<file path="src/rtl/dbg_reg_access_pkg.sv">
// Shared register-file defines plus debug access op/state encodings.
// The read-next helper is only present when DBG_AUTOINC_EN is defined.
`ifndef DBG_REG_ACCESS_DEFINES
`define DBG_REG_ACCESS_DEFINES
`define RegBus      31:0
`define RegAddrBus  4:0
`define RstEnable   1'b0
`define WriteEnable 1'b1
`define ZeroReg     5'b00000
`define ZeroWord    32'h00000000
`endif

package dbg_reg_access_pkg;

    localparam int unsigned RegW     = 32;
    localparam int unsigned RegAddrW = 5;

    typedef enum logic [1:0] {
        DbgOpNop    = 2'b00,
        DbgOpRead   = 2'b01,
        DbgOpWrite  = 2'b10,
        DbgOpRdNext = 2'b11
    } dbg_op_e;

    typedef enum logic [1:0] {
        DbgIdle   = 2'b00,
        DbgHalt   = 2'b01,
        DbgAccess = 2'b10,
        DbgResp   = 2'b11
    } dbg_state_e;

`ifdef DBG_AUTOINC_EN
    // Next register after a; x0 is never a valid auto-increment target.
    function automatic logic [RegAddrW-1:0] dbg_next_addr(input logic [RegAddrW-1:0] a);
        return (a == RegAddrW'(31)) ? RegAddrW'(1) : RegAddrW'(a + RegAddrW'(1));
    endfunction
`endif

endpackage

</file>
<file path="src/rtl/dbg_halt_timer.sv">
// Halt-acknowledge timeout counter; saturates at HALT_TIMEOUT.
// expired_c flags the enabled cycle whose increment reaches HALT_TIMEOUT.
module dbg_halt_timer #(
    parameter int unsigned HALT_TIMEOUT = 255,
    parameter int unsigned CNT_W        = 8
) (
    input  logic clk,
    input  logic rst,
    input  logic clr,
    input  logic en,
    output logic expired_c
);

    logic [CNT_W-1:0] cnt_q;

    always_ff @(posedge clk) begin
        if (rst == `RstEnable || clr) begin
            cnt_q <= '0;
        end else if (en && cnt_q != CNT_W'(HALT_TIMEOUT)) begin
            cnt_q <= cnt_q + CNT_W'(1);
        end
    end

    assign expired_c = en && (cnt_q == CNT_W'(HALT_TIMEOUT - 1));

endmodule

</file>
<file path="src/rtl/dbg_reg_access.sv">
// Debug-side initiator for the register file JTAG port: halt core, one access, respond.
// Optional feature macro: DBG_AUTOINC_EN (op 11 = read at last accessed address + 1).
module dbg_reg_access
    import dbg_reg_access_pkg::*;
#(
    parameter int unsigned HALT_TIMEOUT = 255,
    parameter int unsigned CNT_W        = 8
) (
    input  logic              clk,
    input  logic              rst,
    input  logic              req_valid_i,
    output logic              req_ready_o,
    input  logic [1:0]        req_op_i,
    input  logic [`RegAddrBus] req_addr_i,
    input  logic [`RegBus]    req_data_i,
    output logic              rsp_valid_o,
    input  logic              rsp_ready_i,
    output logic [`RegBus]    rsp_data_o,
    output logic              rsp_err_o,
    output logic              halt_req_o,
    input  logic              halted_i,
    output logic              jtag_we_o,
    output logic [`RegAddrBus] jtag_addr_o,
    output logic [`RegBus]    jtag_wdata_o,
    input  logic [`RegBus]    jtag_rdata_i
);

    dbg_state_e           state_q, state_d;
    dbg_op_e              op_q, op_d, req_op_c;
    logic [`RegAddrBus]   addr_q, addr_d;
    logic [`RegBus]       wdata_q, wdata_d;
    logic [`RegBus]       rsp_data_d;
    logic                 rsp_err_d, halt_req_d, jtag_we_d;
    logic [`RegAddrBus]   jtag_addr_d;
    logic [`RegBus]       jtag_wdata_d;
    logic                 accept_c, op_valid_c, timer_en_c, timer_expired_c;
`ifdef DBG_AUTOINC_EN
    logic [`RegAddrBus]   last_addr_q, last_addr_d;
`endif

    assign req_op_c   = dbg_op_e'(req_op_i);
    assign accept_c   = req_valid_i && req_ready_o;
    assign timer_en_c = (state_q == DbgHalt) && !halted_i;

`ifdef DBG_AUTOINC_EN
    assign op_valid_c = (req_op_c != DbgOpNop);
`else
    assign op_valid_c = (req_op_c == DbgOpRead) || (req_op_c == DbgOpWrite);
`endif

    dbg_halt_timer #(
        .HALT_TIMEOUT (HALT_TIMEOUT),
        .CNT_W        (CNT_W)
    ) u_halt_timer (
        .clk       (clk),
        .rst       (rst),
        .clr       (accept_c),
        .en        (timer_en_c),
        .expired_c (timer_expired_c)
    );

    // Next-state and next-output logic; outputs are registered below.
    always_comb begin
        state_d      = state_q;
        op_d         = op_q;
        addr_d       = addr_q;
        wdata_d      = wdata_q;
        rsp_data_d   = rsp_data_o;
        rsp_err_d    = rsp_err_o;
        halt_req_d   = halt_req_o;
        jtag_we_d    = 1'b0;
        jtag_addr_d  = jtag_addr_o;
        jtag_wdata_d = jtag_wdata_o;
`ifdef DBG_AUTOINC_EN
        last_addr_d  = last_addr_q;
`endif
        unique case (state_q)
            DbgIdle: begin
                if (accept_c) begin
                    rsp_data_d = `ZeroWord;
                    op_d       = req_op_c;
                    addr_d     = req_addr_i;
                    wdata_d    = req_data_i;
                    if (op_valid_c) begin
`ifdef DBG_AUTOINC_EN
                        if (req_op_c == DbgOpRdNext) begin
                            addr_d = dbg_next_addr(last_addr_q);
                        end
`endif
                        rsp_err_d  = 1'b0;
                        halt_req_d = 1'b1;
                        state_d    = DbgHalt;
                    end else begin
                        rsp_err_d  = 1'b1;
                        state_d    = DbgResp;
                    end
                end
            end
            DbgHalt: begin
                if (halted_i) begin
                    jtag_addr_d  = addr_q;
                    jtag_wdata_d = wdata_q;
                    if (op_q == DbgOpWrite) begin
                        jtag_we_d = `WriteEnable;
                    end
                    state_d = DbgAccess;
                end else if (timer_expired_c) begin
                    rsp_err_d  = 1'b1;
                    halt_req_d = 1'b0;
                    state_d    = DbgResp;
                end
            end
            DbgAccess: begin
                if (op_q != DbgOpWrite) begin
                    rsp_data_d = jtag_rdata_i;
                end
`ifdef DBG_AUTOINC_EN
                last_addr_d = addr_q;
`endif
                state_d = DbgResp;
            end
            DbgResp: begin
                if (rsp_ready_i) begin
                    halt_req_d = 1'b0;
                    state_d    = DbgIdle;
                end
            end
            default: state_d = DbgIdle;
        endcase
    end

    // State, latches and registered outputs; reset also aborts any access in flight.
    always_ff @(posedge clk) begin
        if (rst == `RstEnable) begin
            state_q      <= DbgIdle;
            op_q         <= DbgOpNop;
            addr_q       <= `ZeroReg;
            wdata_q      <= `ZeroWord;
            req_ready_o  <= 1'b1;
            rsp_valid_o  <= 1'b0;
            rsp_data_o   <= `ZeroWord;
            rsp_err_o    <= 1'b0;
            halt_req_o   <= 1'b0;
            jtag_we_o    <= 1'b0;
            jtag_addr_o  <= `ZeroReg;
            jtag_wdata_o <= `ZeroWord;
        end else begin
            state_q      <= state_d;
            op_q         <= op_d;
            addr_q       <= addr_d;
            wdata_q      <= wdata_d;
            req_ready_o  <= (state_d == DbgIdle);
            rsp_valid_o  <= (state_d == DbgResp);
            rsp_data_o   <= rsp_data_d;
            rsp_err_o    <= rsp_err_d;
            halt_req_o   <= halt_req_d;
            jtag_we_o    <= jtag_we_d;
            jtag_addr_o  <= jtag_addr_d;
            jtag_wdata_o <= jtag_wdata_d;
        end
    end

`ifdef DBG_AUTOINC_EN
    always_ff @(posedge clk) begin
        if (rst == `RstEnable) begin
            last_addr_q <= `ZeroReg;
        end else begin
            last_addr_q <= last_addr_d;
        end
    end
`endif

endmodule

</file>
<file path="config.mk">
export PLATFORM = sky130hd
export DESIGN_NAME = dbg_reg_access
export DESIGN_NICKNAME = d
export VERILOG_FILES = /design/src/rtl/dbg_reg_access_pkg.sv /design/src/rtl/dbg_halt_timer.sv /design/src/rtl/dbg_reg_access.sv
export SDC_FILE = /design/constraint.sdc
export NUM_CORES = 1
export LEC_CHECK = 0
export ABC_AREA = 0
export CORE_ASPECT_RATIO = 1.4
export CORE_MARGIN = 10
export CORE_UTILIZATION = 50
export DETAILED_ROUTE_END_ITERATION = 12
export PLACE_DENSITY = 0.85
export SYNTH_ARGS = -nofsm -noshare
export SYNTH_HDL_FRONTEND = slang
export SYNTH_SLANG_ARGS = --single-unit
export TNS_END_PERCENT = 1
</file>
<file path="constraint.sdc">
create_clock -name clk -period 4.72 [get_ports clk]
set_input_delay 0.472 -clock clk [delete_from_list [all_inputs] [get_ports clk]]
set_output_delay 0.472 -clock clk [all_outputs]
set_load 0.005 [all_outputs]
</file>
**After elaboration in Yosys (flattened, before gate mapping)**

Index checks and enable logic that the tools add are counted.

- $add $sub $neg: 1
- Multiply operators: 0
- Divide/modulo/power cells: 0
- Order comparisons: 0
- Equal/unequal tests: 16
- Shift operators: 0
- Mux-type cells: 21
- Bitwise gates (word level): 1
- Reduce and logical (&&, ||, !) cells: 18

Operators with widths:

| cell | number |
|---|---|
| $mux 32 | 2 |
| $pmux 32 s2 | 1 |
| $ne 2x2->1 const B | 6 |
| $eq 2x2->1 const B | 5 |
| $mux 1 | 10 |
| $mux 2 | 5 |
| $add 8x1->8 const B | 1 |
| $eq 8x8->1 const B | 1 |
| $ne 8x8->1 const B | 1 |
| $pmux 2 s4 | 1 |
| $reduce_and 3->1 | 2 |
| $reduce_and 6->1 | 1 |
| $eq 2x1->1 const B | 2 |
| $logic_and 1x1->1 | 4 |
| $logic_not 2->1 | 2 |
| $reduce_and 2->1 | 2 |
| $reduce_and 4->1 | 1 |
| $reduce_bool 2->1 | 2 |
| $pmux 1 s3 | 1 |
| $reduce_bool 3->1 | 1 |
| $logic_or 1x1->1 | 2 |
| $ne 2x1->1 const B | 1 |
| $pmux 1 s2 | 1 |
| $logic_not 1->1 | 1 |
| $not 1->1 | 1 |

- Register bits after elaboration: 123
- Latch bits: 0
- Bits in writable memories: 0
- ROM bits: 0
- Input bits: 76
- Word-level logic and storage cells: 70
- Memories kept: 0

**Logic depth before layout (Yosys ltp)**

- Depth in word-level cells: 7
- Gate-level depth with buffers: 6

**Cells and area by module**

From an unflattened synthesis, not the netlist that was laid out.

- Cell total of the unflattened synthesis: 562
- Area total of the unflattened synthesis: 4,974.8 um2

By module, submodules not included:

| module | times used | cells an instance | area an instance (um2) | sequential area each (um2) |
|---|---|---|---|---|
| dbg_reg_access | 1 | 512 | 4,501.8 | 2,302.2 |
| dbg_halt_timer | 1 | 50 | 473.0 | 160.2 |

**Worst setup path after synthesis**

OpenSTA, ideal clock, no wires.

- Path type: input to register
- From: in halted_i
- To: reg rsp_err_o
- Setup time: 0.086 ns
- Arrival: 1.620 ns
- Slack: 3.014 ns
- Stages on the path: 3
- Path buffers: 0
- Path through: or3b_4 -> or4_4 -> a221oi_2

- Word-level cells in the longest chain between the ends: 5
- Elaborated cells between the ends (all ways): 6

RTL lines:

| element | RTL line | text |
|---|---|---|
| from (decl) | dbg_reg_access.sv:21 | `input logic halted_i,` |
| $logic_not 1->1 | dbg_reg_access.sv:43 | `assign timer_en_c = (state_q == DbgHalt) && !halted_i;` |
| $logic_and 1x1->1 | dbg_reg_access.sv:43 |  |
| $logic_and 1x1->1 | dbg_halt_timer.sv:24 | `assign expired_c = en && (cnt_q == CNT_W'(HALT_TIMEOUT - 1));` |
| $ne 2x2->1 (no line) | n/a |  |
| $reduce_and 4->1 (no line) * | n/a |  |
| to (signal assigned) | dbg_reg_access.sv:155 | `rsp_err_o <= rsp_err_d;` |
| to (decl) | dbg_reg_access.sv:19 | `output logic rsp_err_o,` |

Mark *: on every way between the ends. The rest lies on a longest branch, timed or not.
A chain may end at the register's enable or synchronous reset.

==> results <==
- The y dimension of the die is 135 um.
- The largest stage delay on the critical path is 710 ps.
- The maximum clock skew at final layout is 9.41 ps.
- The synthesis warning total is 0.
- In this run the register-to-register setup slack is 2480 ps.
- After synthesis the cells add up to 4760 sq um.
- Summed over all instances, the cell type with the most area after synthesis is sky130_fd_sc_hd__dfxtp_1.
- The total global-route track usage is 0.199.
- The part of the cycle the worst path needs is 0.493.
- The type of the setup path with the least slack is primary input to flop.
- The number of enable flip-flop cells after synthesis is 0.
- Once the clock tree was built, the setup fixing pass inserted 0 buffers.
- The tree is rooted in a sky130_fd_sc_hd__clkbuf_16.
- Of the total power, the share spent switching nets is 0.266.
- The startpoint identified for the worst register-to-register timing path is state_q[1].
- In this run, the number of DRC markers left after iteration 0 of detailed routing was 263.
- In this run the critical register-to-register path is captured at rsp_data_o[24].
- The total I/O pin count is 150.
- In this run the static leakage power is 2.27 nW.
- The fraction of registers with async set or reset after synthesis is 0.
- The final max-slew violation count is 0.
- The endpoint of the worst hold path is jtag_wdata_o[4].
- Of the post-synthesis cell area, the dominant cell type holds 0.517.
- The global placement routability congestion is 0.764.
- Counting along the longest clock path gives a buffer depth of 2.
- In this run the remaining antenna-violating nets after routing total 0.
- The kind of start point of the critical path is a primary input.
- Clock latency on the worst-skew pair, taken at its later pin, is 410 ps.
- After global routing the overflow that remains totals 0.
- STA classifies the critical path endpoint as a flop.
- The internal power contribution is 2.15 mW.
- IR analysis of the VDD net gives a maximum drop of 0.391 mV.
- The floorplan has 42 rows.
- The count of endpoints failing setup in the final report is 0.
- The clock tree from TritonCTS is yes.
- The level count of the clock H-tree is 4.
- The launch instance of the worst min-delay path is wdata_q[4].
- Summing all non-filler instances in the final layout gives an area of 6820 sq um.
- Among all flip-flop cells after synthesis, the most frequent one is sky130_fd_sc_hd__dfxtp_1.
- Headroom to the max-slew limit came out at 0.124.
- The initial utilization of the core area, before any placement, comes to 0.509.
- The power density normalized to cell area is 430 nW/um^2.
- The first global-routing pass estimated 22000 um of wire.
- In this run, post-CTS repair resized a total of 0 instances.
- Along the worst path, the maximum fanout reaches 68.
- Yosys mapped the design onto 41 distinct sky130hd cell types.
- The tool flagged a number of max-cap violations equal to 0.
- Compared with the post-synthesis result, the final layout area differs by 43.3%.
- Traced cell by cell, the critical path runs through clkdlybuf4s50_1 > clkinv_2 > a221oi_1 > a21boi_0.
- In this design, the largest share of critical-path delay is due to buffers and inverters.
- The cell area after placement is 6250 sq um.
- The die covers 13900 sq um.
- The die is 102 um wide.
- For this design the total switching power over the nets is 0.778 mW.
- For this run, the detailed router's first-pass iteration total came to 4.
- The share of final-layout standard cells stronger than drive strength 1 is 0.0628.
- The share of total power dissipated in the clock network is 0.422.
- The number of port buffers is 149.
- The sequential element share of the synthesized area is 0.517.
- The initial antenna violation count was 3.
- For this design, the CTS-stage hold fixing added 0 buffers.
- The area of the core is 9350 sq um.
- The critical path contains buffers and inverters numbering 2 combined.
- The total CTS buffers is 17.
- Detailed routing inserted a total of 4584 vias.
- The clock-pin slew on the worst setup and hold paths is 50 ps.
- The required time reported for the critical path endpoint is 5030 ps.
- The data arrival time of the critical path is 2640 ps.
- Setup repair after global routing left no endpoint under its margin.
- The number of hold violations in the final report is 0.
- The HPWL after detailed placement is 9350 um.
- The via count of the first global-routing pass was 4483.
- The path class of the tightest hold or removal check is flop to flop.
- The share of power burned in registers is 0.404.
- Dividing the synthesized area by the synthesized cell count gives 8.32 sq um.
- The layout has 700 filler cells.
- Counting instances, the worst hold path has a depth of 2.
- The pin slew with the least headroom to its limit is 1310 ps.
- The shortest clock period the worst path allows after layout is 2330 ps.
- Yosys attributes the largest share of cell area to sky130_fd_sc_hd__dfxtp_1 (52%), sky130_fd_sc_hd__nand2_1 (13%), sky130_fd_sc_hd__a21oi_1 (12%).
- Adding up every negative setup slack in the final design gives 0 ps.
- The number of instances in the synthesized netlist is 572.
- Counting cells, the worst reg-to-reg path comes to 3.
- Entering global routing, the biggest net connects 74 pins.
- The final routed wirelength across all metal layers is 14000 um.
- The slowest stage of the critical path is the sky130_fd_sc_hd__clkinv_2 cell.
- The ratio of routed vias to standard cells is 5.65.
- Dividing the detail-routed wire length by the instance count gives 17.2 um.
- The post-synthesis register bit count is 123.
- The share of total power dissipated in combinational logic is 0.174.
- The number of nets in the finished design is 769.
- The run finished with clean final reports.
- The number of sinks on the clock net is 123.
- The maximum clock frequency is 0.430 GHz.
- Synthesis produced a netlist with a net count of 650.
- The total DRC errors in the routed layout is 0.
-- cell families after synthesis --
family,Yosys count,synth area share
buffers and inverters,57,0.0463
xor gates and xnor gates,1,0.00184
adders and majority gates,2,0.00526
and+or+nand+nor,192,0.170
muxes,6,0.0131
AOI/OAI and AO/OA,191,0.246
DFF,123,0.517
-- state kept, by name (all words and copies together), names as in the netlist --
name,cells
op_q,2
halt_req_o,1
wdata_q,32
state_q,2
addr_q,5
jtag_we_o,1
u_halt_timer.cnt_q,8
jtag_addr_o,5
rsp_data_o,32
jtag_wdata_o,32
rsp_err_o,1
req_ready_o,1
rsp_valid_o,1
-- worst register-to-register path: stages (launching register included) --
cell and delay [ps]:
sky130_fd_sc_hd__dfxtp_1 610, sky130_fd_sc_hd__nor2b_2 1080, sky130_fd_sc_hd__o211ai_1 260, sky130_fd_sc_hd__a21oi_1 200
-- synth_stat cells, types with 3 or more instances --
cell type	count
sky130_fd_sc_hd__a21oi_1	110
sky130_fd_sc_hd__a31oi_1	3
sky130_fd_sc_hd__buf_1	8
sky130_fd_sc_hd__buf_2	5
sky130_fd_sc_hd__clkbuf_1	40
sky130_fd_sc_hd__dfxtp_1	123
sky130_fd_sc_hd__inv_1	4
sky130_fd_sc_hd__mux2i_1	4
sky130_fd_sc_hd__nand2_1	162
sky130_fd_sc_hd__nand2b_1	5
sky130_fd_sc_hd__nand3_1	4
sky130_fd_sc_hd__nor2_1	5
sky130_fd_sc_hd__o211ai_1	64
-- per-stage QoR --
step | total power, mW | util | hold WS [ps] | setup slack [ps] | instances
after floorplan | 1.48 | - | 432 | 3010 | 572
after global placement | 1.69 | 0.668 | 437 | 2130 | 782
after detailed placement | 1.71 | 0.668 | 443 | 2030 | 782
after CTS | 2.94 | 0.729 | 445 | 2450 | 811
after global routing | 3.05 | 0.729 | 463 | 2220 | 812
final | 2.93 | 0.729 | 442 | 2390 | 812
-- placed cells by master (no fill, tap or decap), drive strengths merged, types with 4 or more instances in the layout --
master,Yosys,final
o211ai,64,64
clkbuf,40,21
nand2,162,162
clkinv,0,5
nand3,4,4
dfxtp,123,123
clkdlybuf4s50,0,149
a21oi,110,110
buf,13,4
nand2b,5,5
mux2i,4,4
nor2,5,5
-- power by group through the flow --
stage / Sequential (mW) / Clock, mW / Combinational (mW)
6_report: 1.18 / 1.24 / 0.509
5_1_grt: 1.19 / 1.30 / 0.559
4_1_cts: 1.18 / 1.25 / 0.511
3_5_place_dp: 1.20 / 0 / 0.507
3_3_place_gp: 1.20 / 0 / 0.490
2_1_floorplan: 1.19 / 0 / 0.298
-- final cells by class --
class                           count  area (sq um)  area share
Sequential cell                   123          2460       0.361
Multi-Input combinational cell    392          2110       0.310
Timing Repair Buffer              153          1520       0.223
Clock buffer                       21           470      0.0690
Tap cell                          110           138      0.0202
Clock inverter                      8          95.1      0.0139
Inverter                            4          16.3     0.00239
Antenna cell                        1          2.50    0.000367
-- worst max-delay path by stage --
stage | depth (start not counted) | end | start | slack, ps
6_report | 4 | rsp_valid_o | rst | 2390
5_1_grt | 4 | rsp_valid_o | rst | 2220
4_1_cts | 4 | rsp_valid_o | rst | 2450
3_5_place_dp | 4 | req_ready_o | rst | 2030
3_3_place_gp | 4 | req_ready_o | rst | 2130
2_1_floorplan | 3 | rsp_err_o | halted_i | 3010
-- routing by layer --
layer,up-vias,part of all wire,GRT usage
met4,0,0.029,0.0983
met3,28,0.083,0.0730
met1,2156,0.37,0.214
met2,172,0.52,0.334
met5,-,0,0
li1,2228,-,-
Note: power is estimated with default switching activity, not from simulation.
